## src/rtl/sha256_pkg.sv

```systemverilog
// Shared SHA-256 constants, state typedefs and round helper functions.
// The SHA-224 IV is present only when SHA224_EN is defined.
package sha256_pkg;

    typedef logic [0:7][31:0]  state_t;
    typedef logic [0:15][31:0] win_t;

    localparam logic [1:0] ST_IDLE  = 2'd0;
    localparam logic [1:0] ST_ROUND = 2'd1;
    localparam logic [1:0] ST_FINAL = 2'd2;

    localparam logic [31:0] K [0:63] = '{
        32'h428a2f98, 32'h71374491, 32'hb5c0fbcf, 32'he9b5dba5,
        32'h3956c25b, 32'h59f111f1, 32'h923f82a4, 32'hab1c5ed5,
        32'hd807aa98, 32'h12835b01, 32'h243185be, 32'h550c7dc3,
        32'h72be5d74, 32'h80deb1fe, 32'h9bdc06a7, 32'hc19bf174,
        32'he49b69c1, 32'hefbe4786, 32'h0fc19dc6, 32'h240ca1cc,
        32'h2de92c6f, 32'h4a7484aa, 32'h5cb0a9dc, 32'h76f988da,
        32'h983e5152, 32'ha831c66d, 32'hb00327c8, 32'hbf597fc7,
        32'hc6e00bf3, 32'hd5a79147, 32'h06ca6351, 32'h14292967,
        32'h27b70a85, 32'h2e1b2138, 32'h4d2c6dfc, 32'h53380d13,
        32'h650a7354, 32'h766a0abb, 32'h81c2c92e, 32'h92722c85,
        32'ha2bfe8a1, 32'ha81a664b, 32'hc24b8b70, 32'hc76c51a3,
        32'hd192e819, 32'hd6990624, 32'hf40e3585, 32'h106aa070,
        32'h19a4c116, 32'h1e376c08, 32'h2748774c, 32'h34b0bcb5,
        32'h391c0cb3, 32'h4ed8aa4a, 32'h5b9cca4f, 32'h682e6ff3,
        32'h748f82ee, 32'h78a5636f, 32'h84c87814, 32'h8cc70208,
        32'h90befffa, 32'ha4506ceb, 32'hbef9a3f7, 32'hc67178f2
    };

    localparam state_t IV256 = {
        32'h6a09e667, 32'hbb67ae85, 32'h3c6ef372, 32'ha54ff53a,
        32'h510e527f, 32'h9b05688c, 32'h1f83d9ab, 32'h5be0cd19
    };

`ifdef SHA224_EN
    localparam state_t IV224 = {
        32'hc1059ed8, 32'h367cd507, 32'h3070dd17, 32'hf70e5939,
        32'hffc00b31, 32'h68581511, 32'h64f98fa7, 32'hbefa4fa4
    };
`endif

    function automatic logic [31:0] rotr(input logic [31:0] x, input int unsigned n);
        return (x >> n) | (x << (32 - n));
    endfunction

    function automatic logic [31:0] ch(input logic [31:0] e, input logic [31:0] f, input logic [31:0] g);
        return (e & f) ^ (~e & g);
    endfunction

    function automatic logic [31:0] maj(input logic [31:0] a, input logic [31:0] b, input logic [31:0] c);
        return (a & b) ^ (a & c) ^ (b & c);
    endfunction

    function automatic logic [31:0] big_sigma0(input logic [31:0] x);
        return rotr(x, 2) ^ rotr(x, 13) ^ rotr(x, 22);
    endfunction

    function automatic logic [31:0] big_sigma1(input logic [31:0] x);
        return rotr(x, 6) ^ rotr(x, 11) ^ rotr(x, 25);
    endfunction

    function automatic logic [31:0] small_sigma0(input logic [31:0] x);
        return rotr(x, 7) ^ rotr(x, 18) ^ (x >> 3);
    endfunction

    function automatic logic [31:0] small_sigma1(input logic [31:0] x);
        return rotr(x, 17) ^ rotr(x, 19) ^ (x >> 10);
    endfunction

endpackage

```

## src/rtl/sha256_round.sv

```systemverilog
// One combinational SHA-256 round: working variables a..h plus K and W in,
// updated a..h out.
module sha256_round
    import sha256_pkg::*;
(
    input  state_t      state_in,
    input  logic [31:0] k,
    input  logic [31:0] w,
    output state_t      state_out
);

    logic [31:0] t1;
    logic [31:0] t2;

    always_comb begin
        t1 = state_in[7] + big_sigma1(state_in[4]) + ch(state_in[4], state_in[5], state_in[6]) + k + w;
        t2 = big_sigma0(state_in[0]) + maj(state_in[0], state_in[1], state_in[2]);
        state_out = {t1 + t2, state_in[0], state_in[1], state_in[2],
                     state_in[3] + t1, state_in[4], state_in[5], state_in[6]};
    end

endmodule

```

## src/rtl/sha256_iter_core.sv

```systemverilog
// Iterative multi-block SHA-256 engine, ROUNDS_PER_CYCLE rounds per clock.
// Define SHA224_EN to add the mode224 port and SHA-224 digests.
module sha256_iter_core
    import sha256_pkg::*;
#(
    parameter int ROUNDS_PER_CYCLE = 1
) (
    input  logic         clk,
    input  logic         reset,
    input  logic         block_valid,
    output logic         block_ready,
    input  logic [0:511] block_data,
    input  logic         block_first,
    input  logic         block_last,
`ifdef SHA224_EN
    input  logic         mode224,
`endif
    output logic [0:255] digest,
    output logic         digest_valid,
    output logic         busy
);

    localparam int         R        = ROUNDS_PER_CYCLE;
    localparam logic [5:0] R_STEP   = 6'(R);
    localparam logic [5:0] LAST_CNT = 6'(64 - R);

    if (R != 1 && R != 2 && R != 4 && R != 8 && R != 16) begin : g_bad_rounds
        $error("ROUNDS_PER_CYCLE must be 1, 2, 4, 8 or 16");
    end

    logic [1:0] state;
    logic [5:0] round_cnt;
    logic       last_flag;
    state_t     h_reg;
    state_t     work;
    state_t     rounds_out;
    state_t     h_new;
    state_t     digest_next;
    state_t     iv_sel;
    win_t       w_win;
    win_t       w_win_next;
`ifdef SHA224_EN
    logic       mode_q;
`endif

    // Window always holds W[t..t+15]; extend by R words and slide forward.
    function automatic win_t schedule_step(input win_t win);
        logic [0:31][31:0] ext;
        win_t              nxt;
        ext = '0;
        for (int i = 0; i < 16; i++) ext[i] = win[i];
        for (int i = 16; i < 16 + R; i++)
            ext[i] = small_sigma1(ext[i-2]) + ext[i-7] + small_sigma0(ext[i-15]) + ext[i-16];
        for (int i = 0; i < 16; i++) nxt[i] = ext[i+R];
        return nxt;
    endfunction

    for (genvar j = 0; j < R; j++) begin : g_round
        state_t     s_in;
        state_t     s_out;
        logic [5:0] k_idx;
        if (j == 0) begin : g_head
            assign s_in = work;
        end else begin : g_link
            assign s_in = g_round[j-1].s_out;
        end
        assign k_idx = round_cnt + 6'(j);
        sha256_round u_round (
            .state_in  (s_in),
            .k         (K[k_idx]),
            .w         (w_win[j]),
            .state_out (s_out)
        );
    end

    assign rounds_out  = g_round[R-1].s_out;
    assign block_ready = (state == ST_IDLE);
    assign busy        = (state != ST_IDLE);

    always_comb begin
        w_win_next = schedule_step(w_win);
        for (int i = 0; i < 8; i++) h_new[i] = h_reg[i] + work[i];
        digest_next = h_new;
`ifdef SHA224_EN
        if (mode_q) digest_next[7] = '0;
        iv_sel = mode224 ? IV224 : IV256;
`else
        iv_sel = IV256;
`endif
    end

    always_ff @(posedge clk) begin
        if (reset) begin
            state        <= ST_IDLE;
            round_cnt    <= '0;
            last_flag    <= 1'b0;
            h_reg        <= IV256;
            work         <= '0;
            w_win        <= '0;
            digest       <= '0;
            digest_valid <= 1'b0;
`ifdef SHA224_EN
            mode_q       <= 1'b0;
`endif
        end else begin
            digest_valid <= 1'b0;
            case (state)
                ST_IDLE: begin
                    if (block_valid) begin
                        w_win     <= block_data;
                        last_flag <= block_last;
                        round_cnt <= '0;
                        state     <= ST_ROUND;
                        if (block_first) begin
                            h_reg <= iv_sel;
                            work  <= iv_sel;
`ifdef SHA224_EN
                            mode_q <= mode224;
`endif
                        end else begin
                            work <= h_reg;
                        end
                    end
                end
                ST_ROUND: begin
                    work      <= rounds_out;
                    w_win     <= w_win_next;
                    round_cnt <= round_cnt + R_STEP;
                    if (round_cnt == LAST_CNT) state <= ST_FINAL;
                end
                ST_FINAL: begin
                    h_reg <= h_new;
                    if (last_flag) begin
                        digest       <= digest_next;
                        digest_valid <= 1'b1;
                    end
                    state <= ST_IDLE;
                end
                default: state <= ST_IDLE;
            endcase
        end
    end

endmodule

```

## config.mk

```make
export PLATFORM = sky130hd
export DESIGN_NAME = sha256_iter_core
export DESIGN_NICKNAME = d
export VERILOG_FILES = /design/src/rtl/sha256_pkg.sv /design/src/rtl/sha256_round.sv /design/src/rtl/sha256_iter_core.sv
export SDC_FILE = /design/constraint.sdc
export NUM_CORES = 2
export LEC_CHECK = 0
export CAP_MARGIN = 10
export CORE_UTILIZATION = 55
export DETAILED_ROUTE_END_ITERATION = 12
export GPL_TIMING_DRIVEN = 1
export PLACE_DENSITY = 0.77
export SYNTH_ARGS = -nofsm -noshare
export SYNTH_HDL_FRONTEND = slang
export SYNTH_SLANG_ARGS = --single-unit
```

## constraint.sdc

```tcl
create_clock -name clk -period 11.57 [get_ports clk]
set_clock_uncertainty 0.1 [all_clocks]
set_input_delay 1.157 -clock clk [delete_from_list [all_inputs] [get_ports clk]]
set_output_delay 1.157 -clock clk [all_outputs]
set_load 0.01 [all_outputs]
```

==> impl_metrics.ini <==
[status]
status = finished, final reports clean

[drt]
wire_per_inst_um = 25.6
initialDrtViolationCount = 10400
first_pass_iters = 9
via_count = 78600
ant_nets = 0
viasPerCell = 6.34
routed_wl_mm = 318
drc = 0

[power_and_ir_drop]
switchingPower_w = 0.0186
power.leakage_nw = 36.7
p_int_w = 0.0175
p_per_area_mw_per_mm2 = 393
max-vdd-ir-drop_v = 0.000885
switching_share = 0.515
seq_power_share = 0.152
clock_power_share = 0.129
p_comb_frac = 0.719

[floorplanning]
core_mm2 = 0.142
ios = 776
initial_core_util = 0.556
die_h_um = 381
fp-row-count = 138
die_x_um = 381
die_area_mm2 = 0.145

[clock_tree]
ctsResizeCount = 0
tritoncts = done
cts_max_level = 4
ctsHoldBuffers = 0
cts-root-buf = clkbuf_16
clkSinkCount = 1290
clockBufferDepth = 3
clk_pin_slew_ns = 0.06
cts_setup_buffers = 0
numCtsBuffers = 142
clk-insertion-delay-late_ns = 0.80

[timing]
max_slew_margin = 0.145
drv_slew = 0
finalHoldViolCount = 0
finalCriticalPeriod_ns = 9.02
final.period_utilization = 0.780
fmax_mhz = 111
fin_setup_tns_ns = 0
fin_ws_ns = 2.55
finalSetupViolations = 0
grt_setup_unrepaired = false
tightest_slew_ns = 1.25

[logic_synthesis]
synth-simple-area-share = 0.202
ys_ff_latch = 1290
synth-xor-area-share = 0.0668
synth_cell_types = 94
yosysSeqAreaShare = 0.327
yosys_warnings = 0
synth_top_family_by_area = compound AO/OA/AOI/OAI gates
yosys-mux-area-fraction = 0.00817
async_flop_share = 0
synth.avg_cell_area_um2 = 7.78
synth_nets = 11300
ys.flop_type = dfxtp_1
synth_compound_area_frac = 0.220
synth_fa_ha_area_frac = 0.116
syn_area_mm2 = 0.0789
syn_inst = 10100
synth_edf_count = 0

[cells_and_area]
nNetsFinal = 11500
area_delta_synth_final_pct = 16.4
fill_cells = 12400
final_cell_mix = nand2_1 (1709), dfxtp_1 (1287), nor2_1 (1208), clkdlybuf4s50_1 (773), a21oi_1 (737)
top_register = w_win
largest_register_ffs = 512
utilization = 0.647
final_common_cell = nand2_1
layout-drive-gt1-share = 0.0413

[worst_setup_path]
rrSetupSlack_ns = 2.55
worst-path-max-fanout = 41
start_kind = flop
max_stage_delay_ns = 0.62
endpoint = g_round[0].s_in[253]
worstReg2RegEnd = g_round[0].s_in[253]
crit_path_frequent_cell = a21oi_1
critPathCaptureType = flop
critical_path.startpoint = round_cnt[2]
crit_type = flop to flop
reg2reg_depth = 32
r2r_start = round_cnt[2]
crit_required_ns = 12.12
slowest_stage = dfxtp_4
arrival_ns = 9.56

[place]
dpl.hpwl_mm = 233
portBuffers = 775
place_ws_ns = 2.87
gp_congestion = 1.03

[grt]
antenna_found_initial = 27
grt_overflow = 0
grt_pass1_wl_mm = 464
grt_max_degree = 274
grt_usage = 0.420
grt_pass1_vias = 73400

[hold_path]
hold_depth = 1
hold_path_class = flop to flop

[job]
cap_violations = 0
==> through the flow <==
step	instance area [um2]	std cells	hold slack (ns)	total power (W)
4_1_cts	91700	12400	0.342	0.0357
3_3_place_gp	87100	12100	0.322	0.0308
2_1_floorplan	78900	10100	0.345	0.0234
3_5_place_dp	87100	12100	0.335	0.0309
5_1_grt	91800	12400	0.358	0.0385
6_report	91800	12400	0.346	0.0361
==> cells in the mapped netlist (all sizes together), types with 15 or more instances <==
cell        n  area [um2]
clkbuf    761        2860
o31ai      30         240
o21bai     49         368
a22o       33         289
nor2     1212        4550
or2        15        93.8
a2111oi    27         263
ha        399        4990
nor3b      93         698
xnor2     392        3440
a21boi     15         116
and3       29         181
a211oi    212        1600
xor2      206        1800
nand4      32         200
a21o      159        1190
fa        195        3900
maj3       22         220
o211ai     33         248
inv       451        1690
nand2b     58         363
and2       20         125
dfxtp    1290       25800
a21oi     739        3700
o21ai     305        1530
nor2b      75         477
o21a       46         345
nand3      89         445
mux2i      16         160
nand2    1714        6440
a22oi      83         623
buf        39         149
mux2       31         349
o22ai     125         782
a31oi      37         231
nor3      371        1860
a311oi    501        4390
o22a       28         245
or3        29         181
==> layout make-up <==
type | count | area [um2] | area share
Antenna cell | 23 | 57.6 | 0.000627
Clock buffer | 199 | 4010 | 0.0437
Clock inverter | 49 | 674 | 0.00735
Inverter | 453 | 1700 | 0.0185
Multi-Input combinational cell | 7600 | 48400 | 0.527
Sequential cell | 1290 | 25800 | 0.281
Tap cell | 1890 | 2360 | 0.0258
Timing Repair Buffer | 890 | 8740 | 0.0952
==> routing by layer <==
layer / routed length, um / GRT usage
met5: 99 / 0
met4: 23000 / 0.263
met3: 32900 / 0.0868
met2: 140000 / 0.649
met1: 122000 / 0.536
==> power by group through the flow <==
| stage | clock [W] | combinational, W | sequential (W) |
|---|---|---|---|
| CTS | 0.00466 | 0.0256 | 0.00545 |
| finish | 0.00465 | 0.0259 | 0.00550 |
| global placement | 0 | 0.0253 | 0.00553 |
| detailed placement | 0 | 0.0254 | 0.00554 |
| floorplan | 0 | 0.0183 | 0.00510 |
| global route | 0.00484 | 0.0282 | 0.00549 |
==> worst max-delay path: cells and delay by family (launching register included) <==
family	cells	cell delay (ns)
DFF	1	0.62
buffers and inverters	3	0.50
AOI/OAI and AO/OA	17	3.96
adders and majority gates	6	2.43
xor gates and xnor gates	2	0.55
and+or+nand+nor	4	0.70
==> worst min path at each step <==
stage | startpoint | to | slack (ns)
final | round_cnt[3] | round_cnt[3] | 0.35
after detailed placement | round_cnt[3] | round_cnt[3] | 0.34
after global routing | round_cnt[3] | round_cnt[3] | 0.36
after global placement | round_cnt[3] | round_cnt[3] | 0.32
after floorplan | last_flag | last_flag | 0.34
after CTS | round_cnt[3] | round_cnt[3] | 0.34
==> cells by family (layout without fill, tap and decap cells) <==
logic type,after synthesis,after routing
fa+ha+maj,616,616
flops,1290,1290
simple gates,3779,3779
mux,53,53
compound gates,2553,2553
buf+inv,1253,1591
xor+xnor,599,599
other cells,0,23
Note: power is estimated with default switching activity, not from simulation.
